**src/rtl/pipe_stage_reg.sv**
```systemverilog
// pipe_stage_reg: valid/ready pipeline register with optional 2-entry skid buffer
module pipe_stage_reg #(
    parameter int DATA_W = 32,
    parameter int SKID   = 1
) (
    input  logic              Clk,
    input  logic              Reset,
    input  logic              Flush,
    input  logic              In_Valid,
    output logic              In_Ready,
    input  logic [DATA_W-1:0] In_Data,
    output logic              Out_Valid,
    input  logic              Out_Ready,
    output logic [DATA_W-1:0] Out_Data,
    output logic [1:0]        Occupancy
);
    // The state encoding doubles as the entry count, so Occupancy is the state itself.
    typedef enum logic [1:0] {EMPTY = 2'd0, ONE = 2'd1, FULL = 2'd2} state_t;

    state_t            r_state;
    state_t            w_next;
    logic [DATA_W-1:0] r_main;
    logic              w_accept;
    logic              w_consume;

    assign Out_Valid = (r_state != EMPTY);
    assign Out_Data  = r_main;
    assign Occupancy = r_state;
    assign w_consume = Out_Valid & Out_Ready;
    assign w_accept  = In_Valid & In_Ready & ~Flush;

    if (SKID != 0) begin : g_skid
        logic [DATA_W-1:0] r_skid;
        logic              r_in_ready;
        logic              w_load_main;
        logic              w_load_skid;
        logic              w_skid_to_main;

        // Ready comes straight from a flop so upstream never sees Out_Ready combinationally.
        assign In_Ready = r_in_ready;

        // Next-state and data steering; Flush empties the stage regardless of handshakes.
        always_comb begin
            w_next         = r_state;
            w_load_main    = 1'b0;
            w_load_skid    = 1'b0;
            w_skid_to_main = 1'b0;
            if (Flush) begin
                w_next = EMPTY;
            end else begin
                case (r_state)
                    EMPTY: begin
                        w_next      = w_accept ? ONE : EMPTY;
                        w_load_main = w_accept;
                    end
                    ONE: begin
                        w_next      = (w_accept & ~w_consume) ? FULL :
                                      (~w_accept & w_consume) ? EMPTY : ONE;
                        w_load_main = w_accept & w_consume;
                        w_load_skid = w_accept & ~w_consume;
                    end
                    FULL: begin
                        w_next         = w_consume ? ONE : FULL;
                        w_skid_to_main = w_consume;
                    end
                    default: w_next = EMPTY;
                endcase
            end
        end

        // State and registered ready; ready drops during reset and whenever the next state is FULL.
        always_ff @(posedge Clk) begin
            if (Reset) begin
                r_state    <= EMPTY;
                r_in_ready <= 1'b0;
            end else begin
                r_state    <= w_next;
                r_in_ready <= (w_next != FULL);
            end
        end

        // Payload registers only move on accept or skid promotion; consume and Flush leave them alone.
        always_ff @(posedge Clk) begin
            if (Reset) begin
                r_main <= '0;
                r_skid <= '0;
            end else begin
                if (w_load_main)
                    r_main <= In_Data;
                else if (w_skid_to_main)
                    r_main <= r_skid;
                if (w_load_skid)
                    r_skid <= In_Data;
            end
        end
    end else begin : g_single
        // A single entry can take a new payload whenever it is empty or being drained.
        assign In_Ready = ~Out_Valid | Out_Ready;

        // Next-state: accept wins over consume since it refills the entry being drained.
        always_comb begin
            w_next = r_state;
            if (Flush)
                w_next = EMPTY;
            else if (w_accept)
                w_next = ONE;
            else if (w_consume)
                w_next = EMPTY;
        end

        // State register.
        always_ff @(posedge Clk) begin
            if (Reset)
                r_state <= EMPTY;
            else
                r_state <= w_next;
        end

        // Payload register loads only on accept.
        always_ff @(posedge Clk) begin
            if (Reset)
                r_main <= '0;
            else if (w_accept)
                r_main <= In_Data;
        end
    end
endmodule

```
**config.mk**
```make
export PLATFORM = sky130hd
export DESIGN_NAME = pipe_stage_reg
export DESIGN_NICKNAME = d
export VERILOG_FILES = /design/src/rtl/pipe_stage_reg.sv
export SDC_FILE = /design/constraint.sdc
export NUM_CORES = 1
export LEC_CHECK = 0
export CORE_UTILIZATION = 41
export DETAILED_ROUTE_END_ITERATION = 6
export DONT_BUFFER_PORTS = 1
export GPL_ROUTABILITY_DRIVEN = 0
export GPL_TIMING_DRIVEN = 0
export PLACE_DENSITY_LB_ADDON = 0.1
export RECOVER_POWER = 50
export SETUP_SLACK_MARGIN = 0.4
export SLEW_MARGIN = 40
export SYNTH_ARGS = -nofsm -noshare
export SYNTH_HDL_FRONTEND = slang
export SYNTH_SLANG_ARGS = --single-unit
```
**constraint.sdc**
```tcl
create_clock -name Clk -period 2 [get_ports Clk]
set_clock_uncertainty 0.15 [all_clocks]
set_input_delay 0.3 -clock Clk [delete_from_list [all_inputs] [get_ports Clk]]
set_output_delay 0.3 -clock Clk [all_outputs]
set_load 0.05 [all_outputs]
```
==> flow_summary.yaml, run 1 <==
status:
  status: "complete, but fails checks"
  violations: "negative setup slack"
timing:
  slew_headroom_pct: 41.78
  hold_viol: 0
  drv_slew: 0
  post-route-min-period_ps: 2225
  rsz0062_at_grt: "true"
  fin_ws_ps: -225.4
  setup_violations: 62
  final.hold.worst_slack_ps: 15.11
  fmax_mhz: 449.4
  min_period_over_period_pct: 111.3
  tightest_slew_ps: 873.4
placed_design:
  dpl_worst_slack_ps: -296.7
  dpl_cell_area_um2: 3157
  portBuffers: 0
  dp_hpwl_um: 4776
yosys:
  ys.warnings.count: 0
  synth_area_um2: 2826
  syn_area_per_cell_um2: 9.001
  ys_ff_latch: 67
  yosysSeqAreaShare_pct: 47.45
  synthCells: 314
  synth_cell_types: 27
  syn_nets: 353
power:
  p_leak_nw: 1.317
  total_power_mw: 2.949
  powerDensity_nw_per_um2: 725.7
  ir_drop_mv: 0.4349
worst_setup_path:
  worstPathRequired_ps: 2120
  cp-startpoint: "Occupancy[0]"
  endpoint_kind: "register"
  worstPathArrival_ps: 2350
  crit_type: "register to register"
  path_max_fanout: 7
  r2r-start: "Occupancy[0]"
  startpoint_type: "register"
grt:
  antenna_found_initial: 0
  overflow: 0
  grt_usage_pct: 22.77
  grt_pass1_wl_um: 12670
  grt_pass1_vias: 2595
  grt_max_degree: 12
floorplanning:
  die_y_um: 85.03
  pin_count: 73
  initial_core_util_pct: 43.52
  core.rowCount: 29
  core_area_um2: 6495
  dieArea_um2: 7230
  dieWidth_um: 85.03
final_layout:
  finalInstanceArea_um2: 4064
  drive_gt1_share_pct: 29.65
  syn_to_final_growth_pct: 43.78
  final_common_cell: "dfxtp_1"
  nNetsFinal: 405
  antennaDiodeCount: 0
  most-common-layout-cells: "dfxtp_1, nand2_1, nor2_1, dlygate4sd3_1, mux2i_1"
  fillers: 579
detailed_routing:
  ant_nets: 0
  dr.pass1.iters: 4
  wirelength_um: 8051
  drt_iter0_markers: 98
  routedWlPerCell_um: 17.97
  vias_per_cell: 5.658
  vias: 2535
  drc: 0
worst_hold_path:
  min-delay-path-class: "input port to register"
  min_from: "In_Data[9]"
clock_tree:
  cts_tree: "done"
  cts.sink_count: 67
  path_clk_slew_ps: 70
  clock_latency_ps: 340
  h-tree-depth: 3
  numCtsBuffers: 9
  root_buffer: "clkbuf_8"
  clockBufferDepth: 2
flow_run:
  maxCapViolations: 0
final cells by class:
| class | count | area, µm² | share of cell area [%] |
|---|---|---|---|
| Inverter | 1 | 6.256 | 0.1539 |
| Buffer | 30 | 314.1 | 7.728 |
| Clock buffer | 11 | 141.4 | 3.479 |
| Clock inverter | 5 | 52.55 | 1.293 |
| Tap cell | 77 | 96.34 | 2.371 |
| Timing Repair Buffer | 41 | 465.4 | 11.45 |
| Sequential cell | 67 | 1350 | 33.22 |
| Multi-Input combinational cell | 216 | 1638 | 40.30 |
synthesized netlist by cell type (all sizes together):
library cell / number / area share (%)
dfxtp: 67 / 47
nand2: 67 / 8.9
nor2: 34 / 4.5
a21oi: 33 / 5.8
a221oi: 32 / 9.9
mux2i: 32 / 11
buf: 15 / 4.3
clkbuf: 15 / 2.0
nand3b: 3 / 0.80
and4bb: 2 / 0.89
ha: 2 / 0.89
or2: 2 / 0.44
a211o: 1 / 0.31
a21o: 1 / 0.27
and2: 1 / 0.22
inv: 1 / 0.13
nand2b: 1 / 0.22
nand4bb: 1 / 0.40
nor2b: 1 / 0.22
o221a: 1 / 0.40
o22ai: 1 / 0.22
or3b: 1 / 0.31
state kept, by name (all words and copies together), names as in the netlist:
signal / count
Out_Data: 32
g_skid.r_skid: 32
Occupancy: 2
In_Ready: 1
what timing repair did:
item	4_1_cts	5_1_grt
cloned	1	3
setup buffers	3	0
hold buffers	33	1
endpoints found under the setup margin	68	68
gates resized for setup	27	38
hold endpoints to repair	36	3
pin swaps	1	18
logic make-up (layout without fill, tap and decap cells):
group	Yosys count	count (layout)	synth area share (%)
mux	32	32	11.33
compound gates	69	69	16.95
buf+inv	31	88	6.463
simple gates	113	113	16.91
fa+ha+maj	2	2	0.8852
flops	67	67	47.45
routing by layer:
layer  up-vias  share of wire [%]  GRT usage (%)
li1       1219                  -              -
met1      1235                 42          26.27
met2        69                 50          38.64
met3        12                6.9          8.268
met4         0                1.4          8.475
met5         -                  0              0
final timing paths:
check	depth (start not counted)	end	slack, ps
max	10	g_skid.r_skid[21]	-230
min	2	Out_Data[9]	20
max reg2reg	10	g_skid.r_skid[21]	-230
min reg2reg	2	g_skid.r_skid[18]	310
metrics by stage:
stage	std cells	setup TNS, ps	utilization, %
floorplan	314	-475.9	-
global placement	391	-12810	48.60
detailed placement	391	-13850	48.60
CTS	444	-7112	59.28
global route	448	-12740	62.57
finish	448	-8710	62.57
report_power, final:
part	switching [mW]	internal, mW	leakage [nW]	total [mW]
logic	0.154	0.145	0.672	0.299
registers	0.158	1.37	0.546	1.53
clock network	0.518	0.604	0.0991	1.12
worst max-delay path, stage by stage, from the launching register on:
cell	delay (ps)
dfxtp_4	410
buf_6	140
or2_4	320
and2_4	200
inv_4	50
ha_4	120
and4bb_2	260
buf_12	160
buf_8	130
nand2_1	80
a21oi_2	140
Note: power is estimated with default switching activity, not from simulation.
==> inputs of run 2 (changes only) <==
MAX_ROUTING_LAYER = met4   (was not set)
==> flow_summary.yaml, run 2 (synthesized netlist as in run 1, its figures left out) <==
clock_tree:
  cts.sink_count: 67
  clockBufferDepth: 2
  cts_tree: "done"
  root_buffer: "clkbuf_8"
  path_clk_slew_ps: 70
  clock_latency_ps: 340
  h-tree-depth: 3
  numCtsBuffers: 9
timing:
  tightest_slew_ps: 864.0
  final.hold.worst_slack_ps: 16.91
  setup_violations: 62
  fmax_mhz: 448.7
  finalSetupTns_ps: -8290
  min_period_over_period_pct: 111.4
  hold_viol: 0
  post-route-min-period_ps: 2229
  drv_slew: 0
  rsz0062_at_grt: "true"
  slew_headroom_pct: 42.40
  fin_ws_ps: -228.8
grt:
  grt_usage_pct: 23.50
  grt_max_degree: 12
  grt_pass1_wl_um: 12680
  grt_pass1_vias: 2595
  overflow: 0
  antenna_found_initial: 0
final_layout:
  final_core_util_pct: 62.32
  antennaDiodeCount: 0
  nNetsFinal: 404
  fillers: 580
  finalInstanceArea_um2: 4048
  final_cells: 447
  most-common-layout-cells: "dfxtp_1, nand2_1, nor2_1, dlygate4sd3_1, mux2i_1"
  drive_gt1_share_pct: 29.46
  syn_to_final_growth_pct: 43.20
  final_common_cell: "dfxtp_1"
detailed_routing:
  dr.pass1.iters: 4
  routedWlPerCell_um: 17.96
  drt_iter0_markers: 96
  vias: 2541
  drc: 0
  ant_nets: 0
  wirelength_um: 8026
  vias_per_cell: 5.685
floorplanning:
  core_area_um2: 6495
  pin_count: 73
  core.rowCount: 29
  dieArea_um2: 7230
  die_y_um: 85.03
  dieWidth_um: 85.03
  initial_core_util_pct: 43.52
worst_setup_path:
  critical_path_buf_inv_count: 4
  path_max_fanout: 7
  crit_family: "simple AND/OR/NAND/NOR gates"
  rr_endpoint: "g_skid.r_skid[21]"
  worstPathArrival_ps: 2350
  cp-startpoint: "Occupancy[0]"
  endpoint: "g_skid.r_skid[21]"
  path_depth: 10
  reg2regPathDepth: 10
  max_stage_delay_ps: 410
  crit_type: "register to register"
  slowest_stage: "dfxtp_4"
  r2r_setup_slack_ps: -230
  endpoint_kind: "register"
  r2r-start: "Occupancy[0]"
  startpoint_type: "register"
  worstPathRequired_ps: 2120
  cp_cell_sequence: "buf_6, or2_4, and2_4, inv_4, ha_4, and4bb_2, buf_12, buf_8, nand2_1, a21oi_2"
placed_design:
  dpl_cell_area_um2: 3157
  portBuffers: 0
  dpl_worst_slack_ps: -296.7
  dp_hpwl_um: 4776
  placed_cells: 391
power:
  p_leak_nw: 1.307
  p_sw_mw: 0.8304
  switching_share_pct: 28.17
  comb_power_share_pct: 10.1
  seqPwrFrac_pct: 51.8
  pwr-share-clk_pct: 38.1
  powerDensity_nw_per_um2: 728.3
  ir_drop_mv: 0.4318
  internal_power_mw: 2.117
  total_power_mw: 2.948
status:
  violations: "negative setup slack"
  status: "complete, but fails checks"
worst_hold_path:
  min-delay-path-class: "input port to register"
flow_run:
  maxCapViolations: 0
==> run 2: cell types whose count changed in the layout (fill, tap and decap cells not counted), sizes merged <==
cell    change
clkbuf      -1
==> run 2: metal layers <==
| layer | global-route usage [%] | vias up | routed length (µm) |
|---|---|---|---|
| met5 | - | - | 0 |
| met4 | 8.475 | 0 | 92 |
| met3 | 7.782 | 12 | 546 |
| met2 | 38.71 | 80 | 3968 |
| met1 | 26.63 | 1228 | 3419 |
| li1 | - | 1221 | - |
==> run 2: how the worst min path moves through the flow <==
stage	start	endpoint	slack (ps)	cells past startpoint
floorplan	g_skid.r_skid[10]	g_skid.r_skid[10]	280	2
global placement	In_Data[23]	g_skid.r_skid[23]	290	2
detailed placement	In_Data[11]	g_skid.r_skid[11]	290	2
CTS	Flush	In_Ready	-50	2
global route	In_Data[22]	Out_Data[22]	8	2
finish	In_Data[24]	Out_Data[24]	20	2
==> run 2: power by group through the flow <==
stage / logic [mW] / clock network [mW] / registers (mW)
4_1_cts: 0.279 / 1.14 / 1.53
2_1_floorplan: 0.161 / 0 / 1.55
3_5_place_dp: 0.200 / 0 / 1.56
3_3_place_gp: 0.196 / 0 / 1.56
5_1_grt: 0.320 / 1.20 / 1.53
6_report: 0.297 / 1.12 / 1.53
==> run 2: what timing repair did <==
action / CTS / global route
endpoints found under the setup margin: 68 / 68
pin swaps: 1 / 18
hold endpoints to repair: 36 / 3
hold buffers: 33 / 1
resized for setup: 27 / 40
setup buffers: 3 / 0
cloned: 1 / 2
==> run 2: area by class of cell <==
cell class / instances / area [µm²] / share of cell area (%)
sequential: 67 / 1350 / 33.35
timing repair buffer: 40 / 440.4 / 10.88
clock buffer: 11 / 141.4 / 3.493
buffer: 30 / 322.8 / 7.975
clock inverter: 5 / 52.55 / 1.298
multi-input combinational: 216 / 1638 / 40.46
inverter: 1 / 6.256 / 0.1546
tap: 77 / 96.34 / 2.380
==> inputs of run 3 (changes only) <==
SLEW_MARGIN = 15   (was 40)
clock period = 2.1 ns   (was 2 ns; I/O delays follow)
==> flow_summary.yaml, run 3 (synthesized netlist as in run 1, its figures left out) <==
status:
  status: "complete, but fails checks"
  violations: "negative setup slack"
grt:
  grt_max_degree: 12
  grt_usage_pct: 23.48
  grt-busiest-layer: "met2"
  grt_use_met1_pct: 26.69
  grt_pass1_vias: 2587
  grt_util_met2_pct: 38.56
  grt_pass1_wl_um: 12670
  overflow: 0
  antenna_found_initial: 0
  met3_usage_pct: 7.782
timing:
  tightest_slew_ps: 868.2
  fin_ws_ps: -131.4
  min_period_over_period_pct: 106.3
  post-route-min-period_ps: 2231
  slew_headroom_pct: 42.12
  fmax_mhz: 448.2
  drv_slew: 0
  setup_violations: 44
  hold_viol: 0
  final.hold.worst_slack_ps: 12.16
  rsz0062_at_grt: "true"
worst_setup_path:
  critical_path_buf_inv_count: 4
  max_stage_delay_ps: 410
  cp_cell_sequence: "buf_6, or2_4, and2_4, inv_4, ha_4, and4bb_2, buf_12, buf_8, nand2_1, a21oi_2"
  worstPathArrival_ps: 2360
  startpoint_type: "register"
  crit_family: "simple AND/OR/NAND/NOR gates"
  slowest_stage: "dfxtp_4"
  crit_type: "register to register"
  path_max_fanout: 7
  endpoint_kind: "register"
  worstPathRequired_ps: 2220
power:
  ir_drop_mv: 0.4111
  powerDensity_nw_per_um2: 693.9
  p_leak_nw: 1.303
detailed_routing:
  drt_iter0_markers: 100
  drc: 0
  dr.pass1.iters: 5
  vias: 2534
  routedWlPerCell_um: 17.97
  ant_nets: 0
  wirelength_um: 8016
  vias_per_cell: 5.682
clock_tree:
  clock_latency_ps: 340
  numCtsBuffers: 9
  root_buffer: "clkbuf_8"
  cts.sink_count: 67
  h-tree-depth: 3
  clockBufferDepth: 2
  cts_tree: "done"
  path_clk_slew_ps: 70
final_layout:
  finalInstanceArea_um2: 4038
  antennaDiodeCount: 0
  final_core_util_pct: 62.17
  final_common_cell: "dfxtp_1"
  most-common-layout-cells: "dfxtp_1, nand2_1, nor2_1, dlygate4sd3_1, mux2i_1"
  nNetsFinal: 403
  drive_gt1_share_pct: 29.54
  syn_to_final_growth_pct: 42.85
  final_cells: 446
floorplanning:
  core_area_um2: 6495
  pin_count: 73
  initial_core_util_pct: 43.52
  die_y_um: 85.03
  dieWidth_um: 85.03
  core.rowCount: 29
  dieArea_um2: 7230
placed_design:
  dpl_cell_area_um2: 3157
  dp_hpwl_um: 4776
  placed_cells: 391
  portBuffers: 0
worst_hold_path:
  min-delay-path-class: "input port to register"
flow_run:
  maxCapViolations: 0
==> run 3: worst register-to-register path: stages (launching register included) <==
cell	delay, ps
dfxtp_4	410
buf_6	140
or2_4	320
and2_4	200
inv_4	50
ha_4	120
and4bb_2	260
buf_12	160
buf_8	130
nand2_1	80
a21oi_2	140
==> run 3: metal layers <==
| metal | wire [µm] | up-vias | part of all wire, % |
|---|---|---|---|
| li1 | - | 1217 | - |
| met1 | 3416 | 1222 | 43 |
| met2 | 3920 | 79 | 49 |
| met3 | 541 | 16 | 6.7 |
| met4 | 138 | 0 | 1.7 |
| met5 | 0 | - | 0 |
==> run 3: worst paths after layout <==
kind,startpoint,cells after the start,to,slack (ps)
max reg2reg,Occupancy[0],10,g_skid.r_skid[21],-130
max,Occupancy[0],10,g_skid.r_skid[21],-130
min reg2reg,g_skid.r_skid[18],2,g_skid.r_skid[18],310
min,Reset,2,Occupancy[0],10
==> run 3: timing repair <==
| action | CTS | global route |
|---|---|---|
| hold endpoints to repair | 35 | 3 |
| cloned | 1 | 2 |
| pin swaps | 1 | 18 |
| gates resized for setup | 27 | 40 |
| setup buffers | 3 | 0 |
| hold buffers | 32 | 1 |
| setup endpoints to repair | 67 | 67 |
==> run 3: report_power, final <==
part	internal, mW	switching [mW]	leakage (nW)	total [mW]
clock network	0.575	0.490	0.0991	1.06
registers	1.31	0.150	0.546	1.46
logic	0.135	0.146	0.658	0.281
==> run 3: layout make-up <==
cell class | count | area [µm²]
buffer | 30 | 322.8
clock buffer | 11 | 141.4
clock inverter | 5 | 52.55
fill | 581 | 2457
inverter | 1 | 6.256
multi-input combinational | 216 | 1638
sequential | 67 | 1350
tap | 77 | 96.34
timing repair buffer | 39 | 430.4
==> run 3: stage by stage <==
stage	setup WS [ps]	total power, mW	setup TNS, ps
floorplan	76.99	1.631	0
global route	-149.8	2.904	-6002
CTS	-68.73	2.807	-1260
finish	-131.4	2.802	-2304
detailed placement	-196.7	1.676	-7793
global placement	-172.1	1.671	-6801
